`src/rtl/axis_deci_boxcar_if.sv`:
```
// Sample stream bundle (tdata/tvalid, no backpressure) shared by the boxcar decimator's input and output.
interface axis_deci_boxcar_if #(
  parameter int W = 16
);
  logic [W-1:0] tdata;
  logic         tvalid;

  modport master (output tdata, output tvalid);
  modport slave  (input  tdata, input  tvalid);
endinterface

```
`src/rtl/axis_deci_boxcar.sv`:
```
// Boxcar decimator: averages 2^k valid samples and strobes next_dv once per block.
// Optional AXIS_DECI_BOXCAR_ROUND_EN selects round-half-up instead of floor for the mean.
module axis_deci_boxcar #(
  parameter int SAXIS_TDATA_WIDTH = 16,
  parameter int MAXIS_TDATA_WIDTH = 32,
  parameter int DECI_LOG2_MAX     = 8
) (
  input  logic                     a_clk,
  input  logic                     a_resetn,
  axis_deci_boxcar_if.slave        S_AXIS,
  input  logic                     enable,
  input  logic [3:0]               deci_log2,
  axis_deci_boxcar_if.master       M_AXIS,
  output logic                     next_dv,
  output logic [DECI_LOG2_MAX:0]   blk_count
);

  localparam int ACC_W = SAXIS_TDATA_WIDTH + DECI_LOG2_MAX;
  localparam int CW    = DECI_LOG2_MAX + 1;

  typedef enum logic [1:0] {IDLE, ACCUM, EMIT} state_t;

  state_t                          state;
  logic signed [ACC_W-1:0]         acc;
  logic [CW-1:0]                   cnt;
  logic [3:0]                      k_reg;

  logic [3:0]                      k_in;
  logic [CW-1:0]                   cnt_last;
  logic signed [ACC_W-1:0]         samp_ext;
  logic signed [ACC_W-1:0]         acc_sum;
  logic signed [ACC_W-1:0]         rounded;
  logic signed [SAXIS_TDATA_WIDTH-1:0] mean_s;

  always_comb begin
    k_in     = (int'(deci_log2) > DECI_LOG2_MAX) ? 4'(DECI_LOG2_MAX) : deci_log2;
    cnt_last = CW'((1 << k_reg) - 1);
    samp_ext = ACC_W'($signed(S_AXIS.tdata));
    acc_sum  = acc + samp_ext;
`ifdef AXIS_DECI_BOXCAR_ROUND_EN
    // Bias of half an LSB of the result; fits in ACC_W since the mean stays in input range.
    rounded  = acc_sum + ((k_reg == 4'd0) ? '0 : (ACC_W'(1) << (k_reg - 4'd1)));
`else
    rounded  = acc_sum;
`endif
    mean_s   = SAXIS_TDATA_WIDTH'(rounded >>> k_reg);
  end

  assign blk_count = cnt;

  always_ff @(posedge a_clk or negedge a_resetn) begin
    if (!a_resetn) begin
      state         <= IDLE;
      acc           <= '0;
      cnt           <= '0;
      k_reg         <= '0;
      next_dv       <= 1'b0;
      M_AXIS.tdata  <= '0;
      M_AXIS.tvalid <= 1'b0;
    end else if (!enable) begin
      state         <= IDLE;
      acc           <= '0;
      cnt           <= '0;
      next_dv       <= 1'b0;
      M_AXIS.tvalid <= 1'b0;
    end else begin
      next_dv <= 1'b0;
      unique case (state)
        IDLE: begin
          state <= ACCUM;
          k_reg <= k_in;
          acc   <= '0;
          cnt   <= '0;
        end
        ACCUM: begin
          if (S_AXIS.tvalid) begin
            if (cnt == cnt_last) begin
              M_AXIS.tdata  <= MAXIS_TDATA_WIDTH'(mean_s);
              M_AXIS.tvalid <= 1'b1;
              next_dv       <= 1'b1;
              state         <= EMIT;
              acc           <= '0;
              cnt           <= '0;
            end else begin
              acc <= acc_sum;
              cnt <= cnt + CW'(1);
            end
          end
        end
        EMIT: begin
          // The EMIT-cycle sample opens the next block; with a fresh k=0 it completes it too.
          k_reg <= k_in;
          state <= ACCUM;
          acc   <= '0;
          cnt   <= '0;
          if (S_AXIS.tvalid) begin
            if (k_in == 4'd0) begin
              M_AXIS.tdata  <= MAXIS_TDATA_WIDTH'($signed(S_AXIS.tdata));
              M_AXIS.tvalid <= 1'b1;
              next_dv       <= 1'b1;
              state         <= EMIT;
            end else begin
              acc <= samp_ext;
              cnt <= CW'(1);
            end
          end
        end
        default: state <= IDLE;
      endcase
    end
  end

endmodule

```
`src/flat_wrapper.sv`:
```
// flat-port wrapper written by rule: the top's interface ports become plain ports
module axis_deci_boxcar_flat 
#(
  parameter int SAXIS_TDATA_WIDTH = 16,
  parameter int MAXIS_TDATA_WIDTH = 32,
  parameter int DECI_LOG2_MAX     = 8
)
  (a_clk, a_resetn, enable, deci_log2, next_dv, blk_count, S_AXIS_tdata, S_AXIS_tvalid, M_AXIS_tdata, M_AXIS_tvalid);
  axis_deci_boxcar_if #(.W(16)) S_AXIS_i ();
  axis_deci_boxcar_if #(.W(32)) M_AXIS_i ();
  input  logic a_clk;
  input  logic a_resetn;
  input  logic enable;
  input  logic [3:0] deci_log2;
  output logic next_dv;
  output logic [DECI_LOG2_MAX:0] blk_count;
  input wire logic [$bits(S_AXIS_i.tdata)-1:0] S_AXIS_tdata;
  input wire logic [$bits(S_AXIS_i.tvalid)-1:0] S_AXIS_tvalid;
  output wire logic [$bits(M_AXIS_i.tdata)-1:0] M_AXIS_tdata;
  output wire logic [$bits(M_AXIS_i.tvalid)-1:0] M_AXIS_tvalid;
  assign S_AXIS_i.tdata = S_AXIS_tdata;
  assign S_AXIS_i.tvalid = S_AXIS_tvalid;
  assign M_AXIS_tdata = M_AXIS_i.tdata;
  assign M_AXIS_tvalid = M_AXIS_i.tvalid;
  axis_deci_boxcar #(.SAXIS_TDATA_WIDTH(SAXIS_TDATA_WIDTH), .MAXIS_TDATA_WIDTH(MAXIS_TDATA_WIDTH), .DECI_LOG2_MAX(DECI_LOG2_MAX)) u_core (.a_clk(a_clk), .a_resetn(a_resetn), .S_AXIS(S_AXIS_i), .enable(enable), .deci_log2(deci_log2), .M_AXIS(M_AXIS_i), .next_dv(next_dv), .blk_count(blk_count));
endmodule
```
`config.mk`:
```
export PLATFORM = sky130hd
export DESIGN_NAME = axis_deci_boxcar_flat
export DESIGN_NICKNAME = d
export VERILOG_FILES = /design/src/rtl/axis_deci_boxcar_if.sv /design/src/rtl/axis_deci_boxcar.sv /design/src/flat_wrapper.sv
export SDC_FILE = /design/constraint.sdc
export NUM_CORES = 1
export LEC_CHECK = 0
export CAP_MARGIN = 20
export CORE_MARGIN = 2
export CORE_UTILIZATION = 53
export CTS_CLUSTER_DIAMETER = 120
export CTS_CLUSTER_SIZE = 25
export DETAILED_ROUTE_END_ITERATION = 6
export PLACE_DENSITY = 0.79
export SLEW_MARGIN = 25
export SYNTH_ARGS = -nofsm -noshare
export SYNTH_HDL_FRONTEND = slang
export SYNTH_SLANG_ARGS = --single-unit
```
`constraint.sdc`:
```
create_clock -name a_clk -period 3.57 [get_ports a_clk]
set_input_delay 0.714 -clock a_clk [delete_from_list [all_inputs] [get_ports a_clk]]
set_output_delay 0.714 -clock a_clk [all_outputs]
set_load 0.03 [all_outputs]
```
# Yosys cells after proc, flatten, opt, wreduce, memory -nomap -nowiden
# Index checks and enable logic that the tools add are counted.
op_classes:
  add_sub_neg: 3
  magnitude_cmp: 1
  eq_ne: 13
  n_shift: 2
  n_mux: 36
  reduce_logical: 9
ops:
  columns: ["op", "n"]
  rows:
  - ["32-bit 2-to-1 mux", 4]
  - ["24-bit 2-to-1 mux", 5]
  - ["24-bit case mux with 3 select lines", 1]
  - ["32-bit case mux with 2 select lines", 1]
  - ["9-bit 2-to-1 mux", 4]
  - ["9-bit case mux with 3 select lines", 1]
  - ["24-bit by 16-bit adder with 24-bit output", 1]
  - ["24-bit by 4-bit >>> shifter with 16-bit output", 1]
  - ["1-bit 2-to-1 mux", 11]
  - ["2-bit 2-to-1 mux", 5]
  - ["9-bit by 1-bit adder with 9-bit output, second input constant", 1]
  - ["9-bit == test", 1]
  - ["1-bit by 4-bit left shift with 9-bit output, first input constant", 1]
  - ["9-bit by 2-bit subtractor with 9-bit output, second input constant", 1]
  - ["3-bit by 2-bit inequality test with 1-bit output, second input constant", 2]
  - ["3-bit inequality test, second input constant", 2]
  - ["2-bit case mux with 3 select lines", 1]
  - ["2-bit AND reduction", 3]
  - ["6-bit AND reduction", 1]
  - ["5-bit AND reduction", 1]
  - ["4-bit > comparator, second input constant", 1]
  - ["4-bit zero test", 1]
  - ["4-bit 2-to-1 mux", 1]
  - ["2-bit by 1-bit inequality test with 1-bit output, second input constant", 2]
  - ["other kinds (9)", 11]
word_totals:
  register_bits: 73
  input_bits: 24
  output_inout_bits: 43
  word_cells: 71

# Longest topological paths before layout
# Gate-level depths: netlist of run 1.
logic_depth:
  ltp_word: 7
  ltp_mapped: 17
  ltp_nobuf: 13

# Worst setup path after synthesis of run 1
# No wires, ideal clock.
synth_path:
  path_type: "reg-to-reg"
  start: "reg u_core.k_reg[0]"
  end: "reg u_core.M_AXIS.tdata[9]"
  setup_ns: 0.103
  arrival_time_ns: 3.516
  t_required_ns: 3.467
  setup_slack_ns: -0.050
  stages_incl_launch_ff: 17
  path_buffers: 5
  synth_period_minus_slack_ns: 3.620
  cell_sequence: "dfrtp_1 > buf_2 > inv_1 > clkbuf_1 > clkbuf_1 > nand3_1 > ha_1 > buf_2 > nor3_1 > mux2i_1 > o22a_1 > a311o_1 > a21oi_2 > and2b_1 > buf_4 > nand2_1 > o41ai_2"
synth_via:
  elab_chain_cells: 5
  elab_cells_between_ends: 9
  cone_classes: "add/sub: 1; eq/ne: 2; shift: 2; mux: 3; reduce/logical: 1"
synth_lines:
  columns: ["element", "line", "text"]
  rows:
  - ["start, declared", "axis_deci_boxcar.sv:26", "logic [3:0] k_reg;"]
  - ["start signal, assigned", "axis_deci_boxcar.sv:71", "k_reg <= k_in;"]
  - ["start signal, assigned", "axis_deci_boxcar.sv:92", "k_reg <= k_in;"]
  - ["1-bit by 4-bit left shift with 9-bit output", "axis_deci_boxcar.sv:37", "cnt_last = CW'((1 << k_reg) - 1);"]
  - ["9-bit by 2-bit subtractor with 9-bit output", "axis_deci_boxcar.sv:37", null]
  - ["9-bit == test", "axis_deci_boxcar.sv:77", "if (cnt == cnt_last) begin"]
  - ["2-bit by 1-bit inequality test with 1-bit output (no line)", null, null]
  - ["6-bit AND reduction (no line)", null, null]
  - ["end, declared", "axis_deci_boxcar_if.sv:8", "modport master (output tdata, output tvalid);"]
# Several ways; a longest one is shown, not always the timed one. The select of a mux whose other input is x is not followed.
# A chain may end at the register's enable or synchronous reset.

# Worst setup path after layout of run 1
layout_path:
  start: "in S_AXIS_tdata[8]"
  end: "reg u_core.M_AXIS.tdata[1]"
layout_via:
  elab_chain_cells: 5
layout_lines:
  columns: ["element", "line", "text"]
  rows:
  - ["start, declared", "flat_wrapper.sv:17", "input wire logic [$bits(S_AXIS_i.tdata)-1:0] S_AXIS_tdata;"]
  - ["24-bit by 16-bit adder with 24-bit output", "axis_deci_boxcar.sv:39", "acc_sum = acc + samp_ext;"]
  - ["24-bit by 4-bit >>> shifter with 16-bit output", "axis_deci_boxcar.sv:46", "mean_s = SAXIS_TDATA_WIDTH'(rounded >>> k_reg);"]
  - ["32-bit 2-to-1 mux", "axis_deci_boxcar.sv:77", null]
  - ["32-bit 2-to-1 mux", "axis_deci_boxcar.sv:76", "if (S_AXIS.tvalid) begin"]
  - ["32-bit case mux with 2 select lines", "axis_deci_boxcar.sv:68", "unique case (state)"]
# No other way between the ends. The select of a mux whose other input is x is not followed.

==> impl_metrics.ini, run 1 <==
[routing]
first_pass_iters = 7
wl_um = 22290
drc_errors = 0
routedWlPerCell_um = 20.77
avgViaCountPerCell = 6.546
dr_total_vias = 7024
drt_iter0_markers = 724
antenna_left = 0

[global_route]
grt_pass1_vias = 6992
grt_max_degree = 47
antenna_found_initial = 0
grt_overflow = 0
grt_pass1_wl_um = 35080
grt_usage_pct = 34.70

[place]
placed_area_mm2 = 0.007762
dp_hpwl_um = 15920
portBuffers = 66
placedCellCount = 1048
gp_congestion = 0.9351

[clocking]
cts-root-buf = clkbuf_16
cts.sinks = 57
clockBufferDepth = 2
cts_buffers = 9
cts-htree-levels = 3
path_clk_slew_ps = 50
clk_latency_ps = 340
cts_tree = done

[logic_synthesis]
synthFlopType = dfrtp_1
syn_area_mm2 = 0.006166
synth_most_common_cell = nand2_1
ys_types = 94
synth_top_area_share_pct = 23.13
syn_avg_cell_area_um2 = 8.102
synth-seq-area-share_pct = 23.13
synth_edf_count = 0
ys.warnings.count = 0
synth_cells = 761
synth_async_sr_flop_share_pct = 100.0
yosys-top-cells-area = dfrtp_1 23%, ha_1 5.9%, o21ai_0 4.6%
syn-num-nets = 815
netlist_top_cells_count = 61 x nand2_1, 57 x dfrtp_1, 57 x o21ai_0
ys_ff_latch = 57
yosysTopAreaCell = dfrtp_1

[sta]
timing.final.hold_violations = 0
drv_slew = 0
hold_ws_ps = 357.1
finalWorstPathRequiredPeriod_ps = 3540
fin_setup_tns_ps = 0
period_share_pct = 99.15
max_freq_ghz = 0.2825
slew_headroom_pct = 62.72
fin_worst_skew_ps = 3.273
rsz0062_at_grt = true
setup_viol = 0
worstMarginPinSlew_ps = 557.7

[cells_and_area]
top_register = u_core.acc
final_layout_size_suffix_gt1_share_pct = 29.03
utilization_pct = 74.58
num_antenna_cells = 0
final_cells = 1073
synthToLayoutAreaGrowth_pct = 37.52
layout.nets = 979
largest_reg_flops = 24
final_cell_area_mm2 = 0.008479
fill_cells = 820

[power]
p_leak_nw = 3.760
combPwrFrac_pct = 67.3
p_per_area_mw_per_mm2 = 661.7
pwr-share-clk_pct = 16.6
swShare_pct = 47.42
switchingPower_w = 0.002660
p_int_w = 0.002950
peakVddDrop_mv = 0.7632
seqPwrFrac_pct = 16.1

[floorplanning]
die_h_um = 111.9
io_pins = 67
die_area_mm2 = 0.01251
start_util_pct = 54.23
num_rows = 39
design.core.area_mm2 = 0.01137
die_w_um = 111.9

[critical_path]
cpPeakStageDelay_ps = 520
crit_fanout = 8
slowest_stage = clkdlybuf4s50_1
path_cells = clkdlybuf4s50_1, ha_2, and4_4, buf_4, and2_1, a221oi_4, xor2_2, o2111ai_1, a21boi_2, o311ai_1, a211o_1, nand3_1
cp_top_family = compound AO/OA/AOI/OAI gates
worstPathArrival_ps = 3770
reg2reg_setup_slack_ps = 160
path_class = in -> reg
start_kind = input pin
crit_buf_inv = 2
worstSetupEndpointType = flop
critPathRequiredTime_ps = 3800

[job]
maxCapViolations = 0

[hold_path]
hold_path.class = in -> async

[run_status]
status = complete, no violations
## area by class of cell
type,instances,area (um^2),area share [%]
sequential,57,1426,16.82
timing repair buffer,228,1906,22.47
inverter,22,82.58,0.9739
tap,143,178.9,2.110
multi-input combinational,607,4573,53.93
clock inverter,5,80.08,0.9444
clock buffer,11,232.7,2.745
## cell families after synthesis
kind of cell,synth area share (%)
AND/OR/NAND/NOR,20.78
AO/OA/AOI/OAI,32.83
multiplexers,5.783
XOR/XNOR,3.653
adder cells (fa/ha/maj),6.209
flip-flops,23.13
buffers and inverters,7.610
## power groups by stage
stage	logic [W]	clock network (W)	registers (W)
CTS	0.00357	0.000934	0.000895
global route	0.00400	0.000964	0.000920
floorplan	0.00217	0	0.00106
finish	0.00378	0.000933	0.000902
global placement	0.00341	0	0.000894
detailed placement	0.00349	0	0.000904
## metal layers
metal / track usage [%] / wire [um] / vias to the layer above
met5: 0 / 0 / -
li1: - / - / 3213
met4: 21.65 / 1584 / 0
met1: 41.58 / 8451 / 3315
met2: 57.17 / 10510 / 373
met3: 6.913 / 1742 / 123
## placed cells by master (no fill, tap or decap), types with 19 or more instances in the layout
cell type	count
a21oi_1	48
buf_4	160
clkdlybuf4s50_1	53
dfrtp_1	57
inv_1	22
mux2i_1	19
nand2_1	61
nand3_1	32
nor2_1	49
o21ai_0	54
## path summary, 6_finish.rpt
kind                       cells past startpoint                   start                endpoint
hold / removal                                 1                a_resetn           u_core.acc[6]
max in group asynchronous                      2                a_resetn          u_core.acc[17]
hold reg to reg                                2  u_core.M_AXIS.tdata[1]  u_core.M_AXIS.tdata[1]
setup / recovery                              12         S_AXIS_tdata[8]  u_core.M_AXIS.tdata[1]
min in group a_clk                             2  u_core.M_AXIS.tdata[1]  u_core.M_AXIS.tdata[1]
setup reg to reg                              12         u_core.k_reg[3]          u_core.acc[11]
## metrics by stage
step	setup WS (ps)	power, W
floorplan	2.777	0.003232
global placement	-526.2	0.004303
detailed placement	-581.4	0.004389
CTS	-32.22	0.005399
global route	-57.95	0.005886
finish	30.37	0.005611
## what timing repair did
item | CTS | global route
pin swaps | 9 | 19
setup endpoints to repair | 16 | 20
gates resized for setup | 19 | 54
buffers inserted | 5 | 4
hold buffers | 0 | 0
Note: power is estimated with default switching activity, not from simulation.
==> inputs of run 2 (changes only) <==
Settings changed: HOLD_SLACK_MARGIN set to 0.12, TNS_END_PERCENT set to 30.
==> impl_metrics.ini, run 2 (same netlist as run 1, synthesis figures left out) <==
[power]
finalPower_w = 0.005619
switchingPower_w = 0.002671
p_per_area_mw_per_mm2 = 662.9
swShare_pct = 47.54
p_int_w = 0.002947
pwr-share-clk_pct = 16.6
peakVddDrop_mv = 0.7648
seqPwrFrac_pct = 16.1
p_leak_nw = 3.755
combPwrFrac_pct = 67.3

[sta]
finalWorstPathRequiredPeriod_ps = 3553
fin_setup_tns_ps = 0
slew_headroom_pct = 62.10
setup_viol = 0
worstMarginPinSlew_ps = 566.9
fin_worst_skew_ps = 3.229
timing.final.hold_violations = 0
drv_slew = 0
max_freq_ghz = 0.2814
period_share_pct = 99.53
rsz0062_at_grt = true

[routing]
dr_total_vias = 7082
wl_um = 22380
routedWlPerCell_um = 20.86
drc_errors = 2
antenna_left = 0
first_pass_iters = 7
avgViaCountPerCell = 6.600
drt_iter0_markers = 803

[clocking]
holdBufCountCts = 0
clockBufferDepth = 2
cts.sinks = 57
cts-htree-levels = 3
clk_latency_ps = 340
cts_buffers = 9
cts_tree = done
path_clk_slew_ps = 50
cts-root-buf = clkbuf_16

[cells_and_area]
largest_reg_flops = 24
top_register = u_core.acc
utilization_pct = 74.55
final_layout_size_suffix_gt1_share_pct = 29.03
final_cell_area_mm2 = 0.008476
layout.nets = 979
final_cell_mix = 160 x buf_4, 61 x nand2_1, 57 x dfrtp_1
synthToLayoutAreaGrowth_pct = 37.46
final_common_cell = buf_4
num_antenna_cells = 0

[floorplanning]
die_h_um = 111.9
die_area_mm2 = 0.01251
die_w_um = 111.9
io_pins = 67
design.core.area_mm2 = 0.01137
start_util_pct = 54.23
num_rows = 39

[critical_path]
start_kind = input pin
worstPathArrival_ps = 3780
critPathRequiredTime_ps = 3790
rr_startpoint = u_core.k_reg[3]
crit_buf_inv = 2
r2r_end = u_core.acc[11]
cp_top_family = compound AO/OA/AOI/OAI gates
path_depth = 12
path_class = in -> reg
worstSetupEndpointType = flop
reg2reg_setup_slack_ps = 150
slowest_stage = clkdlybuf4s50_1
path_cells = clkdlybuf4s50_1, ha_2, and4_4, buf_4, and2_1, a221oi_4, xor2_2, o2111ai_1, a21boi_2, o311ai_1, a211o_1, nand3_1
crit_fanout = 8
cpPeakStageDelay_ps = 500
cp-endpoint = u_core.M_AXIS.tdata[1]
rr_worst_depth = 12
critPathLaunch = S_AXIS_tdata[7]

[global_route]
grt_pass1_vias = 6991
antenna_found_initial = 0
grt_max_degree = 47
grt_usage_pct = 34.65
grt_overflow = 0
grt_pass1_wl_um = 35030

[run_status]
status = finished with violations
failed_checks = design-rule violations

[place]
dp_hpwl_um = 15920
placed_area_mm2 = 0.007762
portBuffers = 66
gp_congestion = 0.9351

[hold_path]
hold_path.class = in -> async

[job]
maxCapViolations = 0
-- run 2: cell count changes in the layout (fill, tap and decap cells not counted) --
cell,previous run,this run
mux2_4,1,0
mux2_2,5,6
-- run 2: routing by layer --
metal | GRT usage (%) | part of all wire, % | wire length (um)
met1 | 41.55 | 38 | 8434
met2 | 57.05 | 47 | 10580
met3 | 6.913 | 8.2 | 1834
met4 | 21.56 | 6.7 | 1504
met5 | 0 | 0.10 | 23
-- run 2: power by group through the flow --
stage | logic [W] | registers (W) | clock network, W
2_1_floorplan | 0.00217 | 0.00106 | 0
3_3_place_gp | 0.00341 | 0.000894 | 0
3_5_place_dp | 0.00349 | 0.000904 | 0
4_1_cts | 0.00357 | 0.000895 | 0.000934
5_1_grt | 0.00400 | 0.000920 | 0.000964
6_report | 0.00378 | 0.000903 | 0.000935
-- run 2: per-stage QoR --
stage	instances	setup slack, ps	hold slack, ps
floorplan	761	2.777	418.4
global placement	1048	-526.2	471.1
detailed placement	1048	-581.4	480.7
CTS	1069	-32.22	492.3
global route	1073	-48.84	400.0
finish	1073	16.76	358.2
-- run 2: worst min-delay path by stage --
stage,from,to,slack (ps),depth (start not counted)
3_3_place_gp,u_core.M_AXIS.tdata[0],u_core.M_AXIS.tdata[0],470,1
2_1_floorplan,a_resetn,u_core.M_AXIS.tdata[0],420,0
3_5_place_dp,u_core.M_AXIS.tdata[0],u_core.M_AXIS.tdata[0],480,1
4_1_cts,u_core.M_AXIS.tdata[0],u_core.M_AXIS.tdata[0],490,1
5_1_grt,a_resetn,u_core.acc[6],400,1
6_report,a_resetn,u_core.acc[6],360,1
-- run 2: final cells by class --
class                   instances  area [um^2]
multi-input cells             607         4569
clock buffers                  11        232.7
clock inverters                 5        80.08
flip-flops and latches         57         1426
fillers                       824         2894
well taps                     143        178.9
inverters                      22        82.58
repair buffers                228         1906
-- run 2: what timing repair did --
item,CTS,global route
endpoints found under the setup margin,16,20
resized for setup,18,54
pin swaps,9,18
buffers inserted,5,4
==> inputs of run 3 (changes only) <==
Settings changed: REMOVE_ABC_BUFFERS set to 1, SETUP_SLACK_MARGIN set to 0.02, TNS_END_PERCENT 30 to 5.
==> impl_metrics.ini, run 3 (same netlist as run 1, synthesis figures left out) <==
[run_status]
status = complete, no violations

[floorplanning]
start_util_pct = 54.23
design.core.area_mm2 = 0.01137
die_h_um = 111.9
num_rows = 39
die_w_um = 111.9
io_pins = 67
die_area_mm2 = 0.01251

[power]
p_per_area_mw_per_mm2 = 655.8
peakVddDrop_mv = 0.8959
p_leak_nw = 3.819
finalPower_w = 0.005679

[routing]
first_pass_iters = 7
dr_total_vias = 7283
routedWlPerCell_um = 21.60
wl_um = 23570
drc_errors = 0
drt_iter0_markers = 1097
antenna_left = 0
avgViaCountPerCell = 6.676

[sta]
rsz0062_at_grt = true
timing.final.hold_violations = 0
fin_worst_skew_ps = 8.143
max_freq_ghz = 0.2832
worstMarginPinSlew_ps = 908.3
period_share_pct = 98.90
slew_headroom_pct = 39.45
fin_ws_ps = 39.42
drv_slew = 0
finalWorstPathRequiredPeriod_ps = 3531
setup_viol = 0

[critical_path]
path_cells = clkdlybuf4s50_1, ha_4, buf_4, and4_4, and4_4, nand3_2, o221a_2, buf_4, nand3_1, o21ai_1, mux4_2, nand3_1, o211ai_1
reg2reg_setup_slack_ps = 150
r2r_end = u_core.acc[1]
worstSetupEndpointType = flop
crit_buf_inv = 3
rr_worst_depth = 12
slowest_stage = mux4_2
path_class = in -> reg
start_kind = input pin
crit_fanout = 5
cp_top_family = simple AND/OR/NAND/NOR gates
critPathRequiredTime_ps = 3770
worstPathArrival_ps = 3730
cpPeakStageDelay_ps = 530
rr_startpoint = u_core.k_reg[0]

[global_route]
grt_pass1_wl_um = 36510
grt_overflow = 0
grt_max_degree = 47
grt_pass1_vias = 7097
grt_usage_pct = 36.59
antenna_found_initial = 0

[clocking]
cts-htree-levels = 3
cts_tree = done
path_clk_slew_ps = 50
cts-root-buf = clkbuf_16
cts_buffers = 9
cts.sinks = 57
clk_latency_ps = 340
clockBufferDepth = 2

[hold_path]
hold_path.class = in -> async

[cells_and_area]
num_antenna_cells = 0
final_cell_mix = 178 x buf_4, 60 x nand2_1, 57 x dfrtp_1
synthToLayoutAreaGrowth_pct = 40.44
fill_cells = 766
largest_reg_flops = 24
utilization_pct = 76.16
final_common_cell = buf_4
layout.nets = 997
top_register = u_core.acc
final_layout_size_suffix_gt1_share_pct = 31.54

[place]
portBuffers = 66
gp_congestion = 1.010
place_ws_ps = -506.9
dp_hpwl_um = 16710

[job]
maxCapViolations = 0
## run 3: how the worst max path moves through the flow
stage | depth (start not counted) | slack (ps) | endpoint | from
after floorplan | 12 | -980 | u_core.M_AXIS.tdata[9] | u_core.k_reg[1]
after global placement | 13 | -450 | u_core.M_AXIS.tdata[4] | S_AXIS_tdata[0]
after detailed placement | 13 | -510 | u_core.M_AXIS.tdata[4] | S_AXIS_tdata[0]
after CTS | 14 | 20 | u_core.M_AXIS.tdata[12] | S_AXIS_tdata[10]
after global routing | 13 | -60 | u_core.M_AXIS.tdata[1] | S_AXIS_tdata[9]
final | 13 | 40 | u_core.M_AXIS.tdata[12] | S_AXIS_tdata[6]
## run 3: layout make-up
type                            instances  area (um^2)  area share, %
Multi-Input combinational cell        607         4656          53.76
Timing Repair Buffer                  246         2023          23.36
Inverter                               22        82.58         0.9536
Clock buffer                           12        266.5          3.078
Clock inverter                          4        26.28         0.3034
Tap cell                              143        178.9          2.066
Sequential cell                        57         1426          16.47
## run 3: where the power goes
group,total [W],internal [W],switching [W]
clock network,0.000845,0.000525,0.000320
registers,0.000924,0.000788,0.000136
logic,0.00391,0.00160,0.00231
total,0.00568,0.00291,0.00276
## run 3: metrics by stage
| step | instance area [um^2] | TNS [ps] | cells | hold slack [ps] |
|---|---|---|---|---|
| detailed placement | 7920 | -7393 | 1069 | 492.7 |
| CTS | 8436 | 0 | 1090 | 494.3 |
| finish | 8660 | 0 | 1091 | 484.0 |
| global route | 8660 | -150.3 | 1091 | 517.5 |
| global placement | 7920 | -6587 | 1069 | 475.8 |
| floorplan | 5779 | -29250 | 686 | 418.4 |
## run 3: worst reg2reg max path, delay by kind of cell (launching register included)
| family | cells | cell delay, ps |
|---|---|---|
| simple gates | 5 | 1290 |
| compound gates | 4 | 1170 |
| fa+ha+maj | 1 | 360 |
| flops | 1 | 340 |
| buf+inv | 2 | 140 |
## run 3: repair_timing
action	CTS	global route
buffers inserted	5	1
endpoints found under the setup margin	16	22
resized for setup	37	48
hold buffers	0	0
pin swaps	16	10
## run 3: per-layer routing
layer,vias to the layer above,global-route usage [%],routed length [um]
li1,3240,-,-
met1,3448,46.89,9033
met2,505,59.35,11040
met3,90,7.676,2506
met4,0,16.95,995
met5,-,0,0
